==> config.mk <==
export PLATFORM = sky130hd
export DESIGN_NAME = uart_rx_ctrl
export DESIGN_NICKNAME = d
export VERILOG_FILES = /design/src/rtl/uart_rx_ctrl.sv
export SDC_FILE = /design/constraint.sdc
export NUM_CORES = 1
export LEC_CHECK = 0
export CORE_UTILIZATION = 40
export DETAILED_ROUTE_END_ITERATION = 8
export HOLD_SLACK_MARGIN = 0.12
export PLACE_DENSITY_LB_ADDON = 0.08
export SKIP_CTS_REPAIR_TIMING = 1
export SYNTH_ARGS = -nofsm -noshare
export SYNTH_HDL_FRONTEND = slang
export SYNTH_SLANG_ARGS = --single-unit
==> constraint.sdc <==
create_clock -name clk -period 3.8 [get_ports clk]
set_input_delay 0.38 -clock clk [delete_from_list [all_inputs] [get_ports clk]]
set_output_delay 0.38 -clock clk [all_outputs]
set_load 0.01 [all_outputs]
==> src/rtl/uart_rx_ctrl.sv <==
// uart_rx_ctrl: host configuration scheduler, receive-timeout generator and
// sticky error/interrupt logic for the UART receiver.
module uart_rx_ctrl #(
  parameter int BAUD_PRESCALER = 12,
  parameter int PARITY         = 0,
  parameter int BYTE_SIZE      = 8,
  parameter int STOP_BITS      = 0,
  parameter int TIMEOUT_W      = 8
) (
  input  logic                 clk,
  input  logic                 rst,
  input  logic [26:0]          host_cfg_data,
  input  logic                 host_cfg_wr,
  output logic                 host_cfg_busy,
  output logic [26:0]          cfg_tdata,
  output logic                 cfg_tvalid,
  input  logic                 cfg_tready,
  output logic [26:0]          active_cfg,
  input  logic                 rx_tvalid,
  input  logic                 rx_tready,
  input  logic [31:0]          rx_data_count,
  input  logic [4:0]           rx_error,
  input  logic [TIMEOUT_W-1:0] timeout_bits,
  output logic [4:0]           err_status,
  input  logic [4:0]           err_clr,
  input  logic [4:0]           irq_mask,
  output logic                 irq
);

  // Must match the receiver's own power-on configuration.
  localparam logic [26:0] RESET_CFG = {2'b00, 1'b1, STOP_BITS[0], BYTE_SIZE[3:0],
                                       PARITY[2:0], BAUD_PRESCALER[15:0]};

  typedef enum logic [0:0] {
    IDLE  = 1'b0,
    ISSUE = 1'b1
  } state_t;

  state_t                 state_r;
  logic [15:0]            presc_r;
  logic [TIMEOUT_W-1:0]   bit_cnt_r;

  logic                   cfg_accept_s;
  logic [15:0]            presc_max_s;
  logic                   tick_s;
  logic                   timer_clr_s;
  logic [TIMEOUT_W-1:0]   last_bit_s;
  logic                   timeout_event_s;
  logic [4:0]             err_next_s;
  logic                   unused_s;

  // The receiver's own timeout flag is always 0; this block generates it instead.
  assign unused_s = rx_error[4];

  assign cfg_accept_s = (state_r == ISSUE) & cfg_tready;

  // A prescaler of 0 behaves like 1 so the tick never stalls.
  assign presc_max_s = (active_cfg[15:0] == 16'd0) ? 16'd0 : (active_cfg[15:0] - 16'd1);
  assign tick_s      = (presc_r >= presc_max_s);

  assign timer_clr_s = (rx_tvalid & rx_tready) |
                       (rx_data_count == 32'd0) |
                       ~active_cfg[24] |
                       (timeout_bits == {TIMEOUT_W{1'b0}}) |
                       cfg_accept_s;

  assign last_bit_s      = timeout_bits - {{(TIMEOUT_W-1){1'b0}}, 1'b1};
  // Fires only on the step into saturation, so a held counter never re-fires.
  assign timeout_event_s = ~timer_clr_s & tick_s & (bit_cnt_r < timeout_bits) &
                           (bit_cnt_r == last_bit_s);

  // Set has priority over clear.
  assign err_next_s = (err_status & ~err_clr) | {timeout_event_s, rx_error[3:0]};

  // Config handshake FSM: hold one write until the receiver takes it.
  always_ff @(posedge clk) begin
    if (rst) begin
      state_r       <= IDLE;
      cfg_tvalid    <= 1'b0;
      cfg_tdata     <= 27'd0;
      host_cfg_busy <= 1'b0;
      active_cfg    <= RESET_CFG;
    end else begin
      case (state_r)
        IDLE: begin
          if (host_cfg_wr) begin
            cfg_tdata     <= host_cfg_data;
            cfg_tvalid    <= 1'b1;
            host_cfg_busy <= 1'b1;
            state_r       <= ISSUE;
          end
        end
        ISSUE: begin
          if (cfg_tready) begin
            cfg_tvalid    <= 1'b0;
            host_cfg_busy <= 1'b0;
            active_cfg    <= cfg_tdata;
            state_r       <= IDLE;
          end
        end
        default: begin
          cfg_tvalid    <= 1'b0;
          host_cfg_busy <= 1'b0;
          state_r       <= IDLE;
        end
      endcase
    end
  end

  // Idle timer: bit-time prescaler plus saturating bit counter.
  always_ff @(posedge clk) begin
    if (rst) begin
      presc_r   <= 16'd0;
      bit_cnt_r <= {TIMEOUT_W{1'b0}};
    end else if (timer_clr_s) begin
      presc_r   <= 16'd0;
      bit_cnt_r <= {TIMEOUT_W{1'b0}};
    end else begin
      presc_r <= tick_s ? 16'd0 : (presc_r + 16'd1);
      if (tick_s && (bit_cnt_r < timeout_bits)) begin
        bit_cnt_r <= bit_cnt_r + {{(TIMEOUT_W-1){1'b0}}, 1'b1};
      end
    end
  end

  // Sticky error bits and the registered interrupt derived from their next value.
  always_ff @(posedge clk) begin
    if (rst) begin
      err_status <= 5'd0;
      irq        <= 1'b0;
    end else begin
      err_status <= err_next_s;
      irq        <= |(err_next_s & irq_mask);
    end
  end

endmodule

==> results.toml <==
[status]
status = "finished, final reports clean"

[global_route]
grt_remaining_overflow = 0
grt.total_usage_pct = 21.68
grt_max_degree = 65
grt_pass1_wl_um = 19760
grt_pass1_vias = 4222
antenna_found_initial = 0

[clocking]
cts_buffers = 9
cts-root-buf = "clkbuf_8"
cts_tree = "built"
cts_num_sinks = 86
clkLatencyLatePin_ps = 370
clk_pin_slew_worst_paths_ps = 90
htreeDepth = 3
cts_buffer_depth = 2

[timing]
skew_ps = 10.17
relSlewSlack_pct = 8.183
fin_crit_ps = 3523
fmax_mhz = 283.9
slew_violations = 0
tns_ps = 0
finalCritPeriodShare_pct = 92.70
holdWs_ps = 460.0
tightest_slew_ps = 1363
rsz0062_at_grt = "no"
setup_viol = 0
hold_viol_final = 0

[routing]
wl_um = 12160
via_per_inst = 4.944
routed.top_layer = "met4"
met3_wirelength_um = 732
postRouteAntennaNets = 0
dr.first_iter.drc_count = 195
drt_pass1_iterations = 4
met1Wirelength_um = 5302
wl_per_cell_um = 14.13
drc = 0
wl_met2_um = 5922
dr_total_vias = 4257

[critical_path]
setup.worst_path.end_class = "register"
required_ps = 4060
worstSetupStartpointType = "register"
path_max_fanout = 14
cp.arrival_ps = 3780
critPathKind = "reg2reg"

[yosys]
synth_top_area_share_pct = 38.34
synth_warnings = 0
synth-main-ff-cell = "dfxtp_1"
synth_commonest_cells = "nand2_1 (145), dfxtp_1 (86), a21oi_1 (72)"
synth_area_leaders = "dfxtp_1 (38%), nand2_1 (12%), ha_1 (8.4%)"
yosysMostFrequentCell = "nand2_1"
avgSynthCellArea_um2 = 7.796
yosysSeqAreaShare_pct = 38.34
synth_seq_cells = 86
synth_cells = 576
synth_edf_count = 0
synth_top_area_cell = "dfxtp_1"
syn_nets = 694
synthArstFlopShare_pct = 0
syn_area_mm2 = 0.004491
synth.distinct_cells = 46

[finish]
fin_area_mm2 = 0.006312
multi_input_area_mm2 = 0.002605
finalNetCount = 834
fill_cells = 990
final-seq-area_mm2 = 0.001722
n_antenna_cell = 0
syn_to_final_growth_pct = 40.57
layout-drive-gt1-share_pct = 5.132
fin_util_pct = 57.98

[floorplanning]
core_mm2 = 0.01089
chipHeight_um = 108.0
row_count = 38
die_w_um = 108.0
initial_utilization_pct = 41.24
io_pins = 150
die-area_mm2 = 0.01165

[placement]
numPortBuffers = 148
routabilityCongestion = 0.8296
place_area_mm2 = 0.006082
dp_hpwl_um = 9165

[flow_run]
max_cap_viol_count = 0

[pwr]
cellPowerDensity_mw_per_mm2 = 309.4
peakVddDrop_uv = 299.0
total_leakage_power_nw = 2.414

[worst_hold_path]
hp-class = "reg2reg"
-- worst max-delay path, cell delays in order (launching register included) --
cell and delay (ps):
dfxtp_1 320, or4_4 570, nor3_4 160, nand3_1 140
nor3_1 190, xor2_1 160, nand2_1 70, ha_1 310
nand4_2 120, nor4_2 300, a31oi_1 150, and3_4 270
nor4_4 290, mux2_1 340
-- worst paths after layout --
path | depth (start not counted) | start | end | slack, ps
setup / recovery | 13 | active_cfg[6]$_SDFFE_PP0P_ | bit_cnt_r[5]$_SDFFE_PP0P_ | 280
hold / removal | 2 | active_cfg[17]$_SDFFE_PP0P_ | active_cfg[17]$_SDFFE_PP0P_ | 460
setup reg to reg | 13 | active_cfg[6]$_SDFFE_PP0P_ | bit_cnt_r[5]$_SDFFE_PP0P_ | 280
hold reg to reg | 2 | active_cfg[17]$_SDFFE_PP0P_ | active_cfg[17]$_SDFFE_PP0P_ | 460
-- logic make-up after synthesis --
kind of cell | after synthesis | share of synthesized area, %
adder cells (fa/ha/maj) | 30 | 8.359
AO/OA/AOI/OAI | 100 | 12.23
AND/OR/NAND/NOR | 276 | 29.12
flip-flops | 86 | 38.34
XOR/XNOR | 36 | 7.021
buffers and inverters | 45 | 4.235
multiplexers | 3 | 0.6966
-- power by group --
| group | internal [W] | switching [W] | leakage, nW |
|---|---|---|---|
| combinational | 0.000179 | 0.000143 | 1.61 |
| clock | 0.000325 | 0.000350 | 0.103 |
| sequential | 0.000931 | 0.0000245 | 0.700 |
| total | 0.00144 | 0.000517 | 2.41 |
-- flip-flops by register name, summed over array words and instances, names as in the netlist --
signal and flops:
active_cfg 27, presc_r 16, state_r 1, bit_cnt_r 8
cfg_tdata 27, err_status 5, irq 1, cfg_tvalid 1
-- stage by stage --
step / setup slack [ps] / power [W] / cells
after floorplan: 346.2 / 0.001115 / 576
after global placement: 324.9 / 0.001291 / 845
after detailed placement: 182.8 / 0.001298 / 845
after CTS: 163.4 / 0.001969 / 861
after global routing: 51.74 / 0.002040 / 861
final: 277.3 / 0.001953 / 861
-- layout make-up --
| class | count | area share (%) |
|---|---|---|
| clock buffer | 10 | 2.180 |
| clock inverter | 6 | 1.090 |
| inverter | 18 | 1.070 |
| multi-input combinational | 445 | 41.27 |
| sequential | 86 | 27.27 |
| tap | 140 | 2.775 |
| timing repair buffer | 156 | 24.34 |
-- routing by layer --
layer / global-route usage [%] / up-vias
li1: - / 2222
met1: 25.04 / 1932
met2: 37.44 / 86
met3: 7.173 / 17
met4: 7.339 / 0
met5: 0 / -
-- cell usage in the layout, fill, tap and decap left out, drive strengths merged, types with 2 or more instances in the layout --
| master | count |
|---|---|
| mux2i | 2 |
| nand3b | 6 |
| clkdlybuf4s50 | 147 |
| and2 | 4 |
| xor2 | 19 |
| or3 | 2 |
| nand4 | 9 |
| nor2b | 3 |
| nand2b | 14 |
| a211oi | 3 |
| a21oi | 72 |
| inv | 19 |
| ha | 30 |
| o21ai | 10 |
| nor4 | 13 |
| nor2 | 38 |
| dfxtp | 86 |
| clkinv | 3 |
| o31ai | 6 |
| xnor2 | 17 |
| nand2 | 146 |
| nand3 | 14 |
| clkbuf | 10 |
| o21bai | 2 |
| or4 | 6 |
| and3 | 9 |
| nor3 | 11 |
| buf | 9 |
Power figures use the tool's default switching activity.
